==> src/rtl/spi_reg_bank.sv <==
// SPI mode-0 slave register bank: burst read/write of NUM_OUT_REGS control
// registers and NUM_IN_REGS read-only input registers, with auto-increment
// addressing and per-register write/read strobes. All SPI pins are
// oversampled by clk through 2-FF synchronisers.
module spi_reg_bank #(
  parameter int unsigned NUM_OUT_REGS = 8,
  parameter int unsigned NUM_IN_REGS  = 4,
  parameter logic [7:0]  OUT_RST_VAL  = 8'h00
) (
  input  logic                                                 clk,
  input  logic                                                 reset_n,
  input  logic                                                 spi_cs_n,
  input  logic                                                 spi_clk,
  input  logic                                                 spi_mosi,
  output logic                                                 spi_miso,
  output logic                                                 spi_miso_oe,
  input  logic [((NUM_IN_REGS == 0) ? 8 : NUM_IN_REGS*8)-1:0]  in_regs,
  output logic [NUM_OUT_REGS*8-1:0]                            out_regs,
  output logic [NUM_OUT_REGS-1:0]                              wr_stb,
  output logic [NUM_OUT_REGS+NUM_IN_REGS-1:0]                  rd_stb,
  output logic                                                 busy
);

  localparam int unsigned NUM_ADDR = NUM_OUT_REGS + NUM_IN_REGS;

  typedef enum logic [1:0] {
    IDLE = 2'd0,
    CMD  = 2'd1,
    DATA = 2'd2
  } state_t;

  state_t state;

  logic cs_meta, cs_sync;
  logic sclk_meta, sclk_sync, sclk_d;
  logic mosi_meta, mosi_sync;

  logic       armed;
  logic       rw;
  logic [6:0] addr;
  logic [2:0] bit_cnt;
  logic [6:0] shift_in;
  logic [7:0] shift_out;

  logic                sclk_rise_c;
  logic                sclk_fall_c;
  logic                byte_done_c;
  logic [7:0]          byte_c;
  logic [6:0]          ld_addr_c;
  logic [7:0]          ld_data_c;
  logic [NUM_ADDR-1:0] ld_stb_c;

  // Pin synchronisers; cs_n clears low so a stale reset value can never arm the FSM
  always_ff @(posedge clk) begin
    if (!reset_n) begin
      cs_meta   <= 1'b0;
      cs_sync   <= 1'b0;
      sclk_meta <= 1'b0;
      sclk_sync <= 1'b0;
      sclk_d    <= 1'b0;
      mosi_meta <= 1'b0;
      mosi_sync <= 1'b0;
    end else begin
      cs_meta   <= spi_cs_n;
      cs_sync   <= cs_meta;
      sclk_meta <= spi_clk;
      sclk_sync <= sclk_meta;
      sclk_d    <= sclk_sync;
      mosi_meta <= spi_mosi;
      mosi_sync <= mosi_meta;
    end
  end

  // Edge detect, assembled byte and read-load source mux for the address about to be loaded
  always_comb begin
    sclk_rise_c = sclk_sync & ~sclk_d;
    sclk_fall_c = ~sclk_sync & sclk_d;
    byte_c      = {shift_in, mosi_sync};
    byte_done_c = sclk_rise_c && (bit_cnt == 3'd7);
    ld_addr_c   = (state == CMD) ? byte_c[6:0] : 7'(addr + 7'd1);
    ld_data_c   = 8'h00;
    ld_stb_c    = '0;
    for (int unsigned k = 0; k < NUM_OUT_REGS; k++) begin
      if (ld_addr_c == 7'(k)) begin
        ld_data_c   = out_regs[8*k +: 8];
        ld_stb_c[k] = 1'b1;
      end
    end
    for (int unsigned k = 0; k < NUM_IN_REGS; k++) begin
      if (ld_addr_c == 7'(NUM_OUT_REGS + k)) begin
        ld_data_c                  = in_regs[8*k +: 8];
        ld_stb_c[NUM_OUT_REGS + k] = 1'b1;
      end
    end
  end

  // Frame FSM, register file and miso shifter
  always_ff @(posedge clk) begin
    if (!reset_n) begin
      state       <= IDLE;
      armed       <= 1'b0;
      rw          <= 1'b0;
      addr        <= '0;
      bit_cnt     <= '0;
      shift_in    <= '0;
      shift_out   <= '0;
      out_regs    <= {NUM_OUT_REGS{OUT_RST_VAL}};
      wr_stb      <= '0;
      rd_stb      <= '0;
      spi_miso    <= 1'b0;
      spi_miso_oe <= 1'b0;
      busy        <= 1'b0;
    end else begin
      wr_stb <= '0;
      rd_stb <= '0;
      if (cs_sync) begin
        // Deselect aborts any partial byte; a high cs_n also arms the next frame
        state       <= IDLE;
        armed       <= 1'b1;
        bit_cnt     <= '0;
        spi_miso    <= 1'b0;
        spi_miso_oe <= 1'b0;
        busy        <= 1'b0;
      end else begin
        if (state != IDLE && sclk_rise_c) begin
          shift_in <= byte_c[6:0];
          bit_cnt  <= 3'(bit_cnt + 3'd1);
        end
        case (state)
          IDLE: begin
            if (armed) begin
              state   <= CMD;
              bit_cnt <= '0;
              busy    <= 1'b1;
            end
          end
          CMD: begin
            if (byte_done_c) begin
              rw    <= byte_c[7];
              addr  <= byte_c[6:0];
              state <= DATA;
              if (byte_c[7]) begin
                shift_out   <= ld_data_c;
                spi_miso    <= ld_data_c[7];
                spi_miso_oe <= 1'b1;
                rd_stb      <= ld_stb_c;
              end
            end
          end
          DATA: begin
            if (byte_done_c) begin
              addr <= ld_addr_c;
              if (rw) begin
                shift_out   <= ld_data_c;
                spi_miso    <= ld_data_c[7];
                spi_miso_oe <= 1'b1;
                rd_stb      <= ld_stb_c;
              end else begin
                for (int unsigned k = 0; k < NUM_OUT_REGS; k++) begin
                  if (addr == 7'(k)) begin
                    out_regs[8*k +: 8] <= byte_c;
                    wr_stb[k]          <= 1'b1;
                  end
                end
              end
            end else if (sclk_fall_c && rw && bit_cnt != 3'd0) begin
              // The fall that closes a byte follows a fresh load, so it must not shift
              spi_miso  <= shift_out[6];
              shift_out <= {shift_out[6:0], 1'b0};
            end
          end
          default: state <= IDLE;
        endcase
      end
    end
  end

endmodule

==> config.mk <==
export PLATFORM = sky130hd
export DESIGN_NAME = spi_reg_bank
export DESIGN_NICKNAME = d
export VERILOG_FILES = /design/src/rtl/spi_reg_bank.sv
export SDC_FILE = /design/constraint.sdc
export NUM_CORES = 1
export LEC_CHECK = 0
export CORE_ASPECT_RATIO = 0.7
export CORE_MARGIN = 3
export CORE_UTILIZATION = 40
export DETAILED_ROUTE_END_ITERATION = 10
export GPL_TIMING_DRIVEN = 0
export PLACE_DENSITY = 0.75
export SLEW_MARGIN = 10
export SYNTH_ARGS = -nofsm -noshare
export SYNTH_HDL_FRONTEND = slang
export SYNTH_SLANG_ARGS = --single-unit
==> constraint.sdc <==
create_clock -name clk -period 3.4 [get_ports clk]
set_input_delay 0.68 -clock clk [delete_from_list [all_inputs] [get_ports clk]]
set_output_delay 0.68 -clock clk [all_outputs]
set_load 0.05 [all_outputs]
Yosys cells after proc, flatten, opt, wreduce, memory -nomap -nowiden
Cells that the tools add are included.
{"block": "totals", "reg_bits": 122, "latchBits": 0, "mem_bits_rw": 0, "mem_bits_ro": 0, "input_bits": 37, "word_cells": 158, "mem_count": 0}
{"block": "classes", "add_sub_neg": 2, "n_mul": 0, "div": 0, "n_lt_le_gt_ge": 0, "n_eq_ne": 28, "n_shift": 0, "n_mux": 64, "bitwise_logic": 9, "n_reduce_logical": 28}
{"operator": "$mux 8", "count": 12}
{"operator": "$eq 7x3->1 const B", "count": 8}
{"operator": "$mux 7", "count": 8}
{"operator": "$reduce_and 5->1", "count": 10}
{"operator": "$mux 12", "count": 4}
{"operator": "$mux 1", "count": 29}
{"operator": "$eq 7x2->1 const B", "count": 4}
{"operator": "$eq 7x4->1 const B", "count": 4}
{"operator": "$pmux 7 s2", "count": 2}
{"operator": "$pmux 12 s2", "count": 1}
{"operator": "$eq 7x1->1 const B", "count": 2}
{"operator": "$logic_not 7->1", "count": 2}
{"operator": "$ne 2x2->1 const B", "count": 5}
{"operator": "$mux 3", "count": 3}
{"operator": "$add 7x1->7 const B", "count": 1}
{"operator": "$not 1->1", "count": 7}
{"operator": "$ne 3x3->1 const B", "count": 2}
{"operator": "$pmux 2 s3", "count": 1}
{"operator": "$reduce_and 3->1", "count": 2}
{"operator": "$reduce_and 6->1", "count": 1}
{"operator": "$reduce_or 5->1", "count": 1}
{"operator": "$logic_and 1x1->1", "count": 4}
{"operator": "$mux 2", "count": 2}
{"operator": "$pmux 1 s2", "count": 2}
{"operator": "other kinds (11)", "count": 14}

Longest topological paths before layout
{"block": "depth", "depth_word": 18, "depth_mapped": 13}

Least setup slack after synthesis
OpenSTA, ideal clock, no wires.
{"block": "synth_path", "kind": "register -> register", "startpoint": "register addr[0]", "endpoint": "register shift_out[4]", "t_arrival_ns": 2.331, "required_ns": 3.273, "slack_ns": 0.943, "stages_incl_launch_ff": 12, "path_buffers": 3, "period_less_slack_ns": 2.457, "cell_sequence": "dfxtp_1 -> buf_2 -> inv_1 -> ha_1 -> and3b_1 -> or2_2 -> buf_2 -> buf_2 -> a221oi_1 -> nand2_1 -> a221oi_1 -> o41ai_1"}
{"block": "synth_between", "elab_chain_len": 18}
{"item": "start: declaration", "line": "40", "source": "logic [6:0] addr;"}
{"item": "start signal: assignment", "line": "140", "source": "addr <= byte_c[6:0];"}
{"item": "start signal: assignment", "line": "152", "source": "addr <= ld_addr_c;"}
{"item": "$add 7x1->7 *", "line": "80", "source": "ld_addr_c = (state == CMD) ? byte_c[6:0] : 7'(addr + 7'd1);"}
{"item": "$mux 7 *", "line": "80"}
{"item": "$logic_not 7->1", "line": "84", "source": "if (ld_addr_c == 7'(k)) begin"}
{"item": "$mux 8 (8 in series)", "line": "84"}
{"item": "$mux 8 (3 in series)", "line": "90", "source": "if (ld_addr_c == 7'(NUM_OUT_REGS + k)) begin"}
{"item": "$mux 8 *", "line": "90"}
{"item": "$mux 7 (on tied branches)", "line": "153, 142"}
{"item": "$mux 7 (on tied branches)", "line": "151, 138"}
{"item": "$pmux 7 s2 *", "line": "129", "source": "case (state)"}
{"item": "end signal: assignment", "line": "143", "source": "shift_out <= ld_data_c;"}
{"item": "end signal: assignment", "line": "154", "source": "shift_out <= ld_data_c;"}
{"item": "end signal: assignment", "line": "169", "source": "shift_out <= {shift_out[6:0], 1'b0};"}
{"item": "end: declaration", "line": "43", "source": "logic [7:0] shift_out;"}
Every way passes the cells marked *; elsewhere a longest branch is shown, timed or not. The select of a mux whose other input is x is not followed.
A chain may end at the register's enable or synchronous reset.

Final worst setup path
{"block": "layout_path", "startpoint": "register addr[0]", "endpoint": "register shift_out[6]"}
Same word-level chain as after synthesis.

==> impl_metrics.env <==
export IMPL_r2r_end="shift_out[6]"
export IMPL_finalWorstSetupSlack_ps=101
export IMPL_viasPerCell=5.81
export IMPL_synth_edf_count=0
export IMPL_syn_area_mm2=0.00602
export IMPL_end_kind="register"
export IMPL_relSlewSlack=0.356
export IMPL_clk_latency_ps=420
export IMPL_drive_above_1_share=0.0894
export IMPL_wl_per_cell_um=20.6
export IMPL_rows=36
export IMPL_final_net_count=896
export IMPL_clockBufferDepth=2
export IMPL_start_util=0.420
export IMPL_final_common_cell="clkdlybuf4s50_1"
export IMPL_cts_reportedPaths_clkPinSlew_ps=60
export IMPL_die_x_um=153
export IMPL_seq_area_mm2=0.00244
export IMPL_place_hpwl_um=15500
export IMPL_wirelength_um=21700
export IMPL_p_leak_nw=3.03
export IMPL_drv_cap=0
export IMPL_required_ps=3720
export IMPL_ios=124
export IMPL_syn_inst=706
export IMPL_via_count=6108
export IMPL_grt_total_usage=0.255
export IMPL_peakVddDrop_uv=300
export IMPL_multi_input_area_mm2=0.00325
export IMPL_clock_sinks=122
export IMPL_critPathKind="reg -> reg"
export IMPL_layout_common_cells="clkdlybuf4s50_1 (123), dfxtp_1 (122), nor2_1 (114)"
export IMPL_yosysWarnings=0
export IMPL_synth_fp_nets=754
export IMPL_synth_main_ff_cell="dfxtp_1"
export IMPL_drt_iter0_drc=854
export IMPL_finalHoldViolations=0
export IMPL_tightest_slew_ps=966
export IMPL_dr_pass1_iters=5
export IMPL_rsz0062_at_grt="false"
export IMPL_seq_area_frac_synth=0.406
export IMPL_r2r_cells=11
export IMPL_ctsResizeCount=0
export IMPL_pre_cts_ws_ps=296
export IMPL_tns_ps=0
export IMPL_skew_ps=10.7
export IMPL_hold_ws_ps=435
export IMPL_critPathMaxFanout=10
export IMPL_cts_max_level=4
export IMPL_grt_remaining_overflow=0
export IMPL_synthArstFlopShare=0
export IMPL_r2r_setup_slack_ps=100
export IMPL_cts_root_buf="clkbuf_16"
export IMPL_diodes=0
export IMPL_hp_start="cs_meta"
export IMPL_place_congestion=0.949
export IMPL_clock_fmax_mhz=303
export IMPL_drc=0
export IMPL_cts_tree="built"
export IMPL_start_kind="register"
export IMPL_finalSetupViolations=0
export IMPL_powerDensity_mw_per_mm2=461
export IMPL_hold_path_end="cs_sync"
export IMPL_arrival_ps=3620
export IMPL_grt_antenna_before_repair=0
export IMPL_synth_area_per_cell_um2=8.53
export IMPL_post_cts_setup_buffers=0
export IMPL_grt_pass1_vias=5609
export IMPL_ys_seq_elements=122
export IMPL_io_buffer_count=123
export IMPL_antenna_left=0
export IMPL_crit_reg2reg_launch="addr[0]"
export IMPL_fin_crit_sh=0.970
export IMPL_grt_first_pass_wirelength_um=32800
export IMPL_finalCriticalPeriod_ps=3300
export IMPL_hp_class="reg -> reg"
export IMPL_slew_viol_final=0
export IMPL_core_mm2=0.0143
export IMPL_grt_max_degree=17
export IMPL_die_area_mm2=0.0166
export IMPL_holdBufCountCts=0
export IMPL_numCtsBuffers=17
export IMPL_synthToLayoutAreaGrowth_pct=34.7
export IMPL_status="finished, final reports clean"
export IMPL_fillers=1285
export IMPL_synth_cell_type_count=70
export IMPL_die_y_um=109
export IMPL_holdPathStages=1
==> flip-flops by register name, indices dropped and copies added (netlist names), 2 cells and up <==
name / flops
out_regs: 64
wr_stb: 8
rd_stb: 12
bit_cnt: 3
shift_out: 7
state: 2
shift_in: 7
addr: 7
==> synthesized netlist by cell type, types with 3 or more instances <==
master    number  area share
a211oi_1       6      0.0075
a21o_1         3      0.0037
a21oi_1       39       0.032
a221oi_1       7       0.010
a22o_1         4      0.0058
a22oi_1       16       0.020
a31oi_1        6      0.0062
and2_1        13       0.014
and3_1         8      0.0083
and3b_1        4      0.0058
buf_2         21       0.017
buf_4          5      0.0062
clkbuf_1      32       0.020
dfxtp_1      122        0.41
ha_1          11       0.023
inv_1         16       0.010
mux2i_1       64        0.11
nand2_1       48       0.030
nand2b_1       6      0.0062
nand3_1       17       0.014
nand4_1        3      0.0031
nor2_1       114       0.071
nor3_1        22       0.018
nor4_1         4      0.0042
o211ai_1       7      0.0087
o21ai_0       27       0.022
o221ai_1       3      0.0044
o22ai_1       10       0.010
o41ai_1        4      0.0058
or3_1          4      0.0042
xnor2_1        6      0.0087
==> per-stage QoR <==
step / instances / power, mW / cell area (µm²) / util
floorplan: 706 / 1.71 / 6020 / -
finish: 1051 / 3.74 / 8110 / 0.566
CTS: 1051 / 3.73 / 8100 / 0.566
global placement: 1019 / 1.85 / 7490 / 0.523
global route: 1051 / 3.82 / 8110 / 0.566
detailed placement: 1019 / 1.85 / 7490 / 0.523
==> worst max-delay path: stages (launching register included) <==
cell and delay (ps):
dfxtp_1 390, buf_2 270, inv_1 100, ha_1 410
nor3_1 220, or2_2 160, buf_2 240, buf_2 330
a221oi_1 190, a221oi_1 550, a221oi_1 100, o21ai_0 240
==> how the worst max path moves through the flow <==
| stage | cells past startpoint | startpoint | end |
|---|---|---|---|
| 6_report | 11 | addr[0] | shift_out[6] |
| 5_1_grt | 11 | addr[0] | shift_out[6] |
| 4_1_cts | 11 | addr[0] | shift_out[6] |
| 3_5_place_dp | 11 | addr[0] | shift_out[6] |
| 3_3_place_gp | 11 | addr[0] | shift_out[6] |
| 2_1_floorplan | 11 | addr[0] | shift_out[4] |
==> per-layer routing <==
metal,GRT usage,vias up,part of all wire
met5,0,-,0
met4,0.0648,0,0.014
met3,0.0579,33,0.13
met2,0.361,392,0.40
met1,0.391,2877,0.46
li1,-,2806,-
==> report_power, final <==
group          switching, mW  total (mW)  internal [mW]
Combinational          0.237       0.375          0.138
Clock                  0.737        1.91           1.17
Sequential            0.0111        1.46           1.45
==> kinds of logic after synthesis <==
kind of cell             count (synthesis)  share of synthesized area
AND/OR/NAND/NOR                        257                      0.200
AO/OA/AOI/OAI                          167                      0.193
flip-flops                             122                      0.406
buffers and inverters                   76                     0.0561
multiplexers                            67                      0.114
adder cells (fa/ha/maj)                 11                     0.0229
XOR/XNOR                                 6                    0.00873
==> cell type report <==
type,count,share of cell area
repair buffers,123,0.152
plain buffers,60,0.0342
flip-flops and latches,122,0.301
clock inverters,15,0.0233
well taps,190,0.0293
multi-input cells,508,0.400
clock buffers,17,0.0525
inverters,16,0.00741
Note: power is estimated with default switching activity, not from simulation.
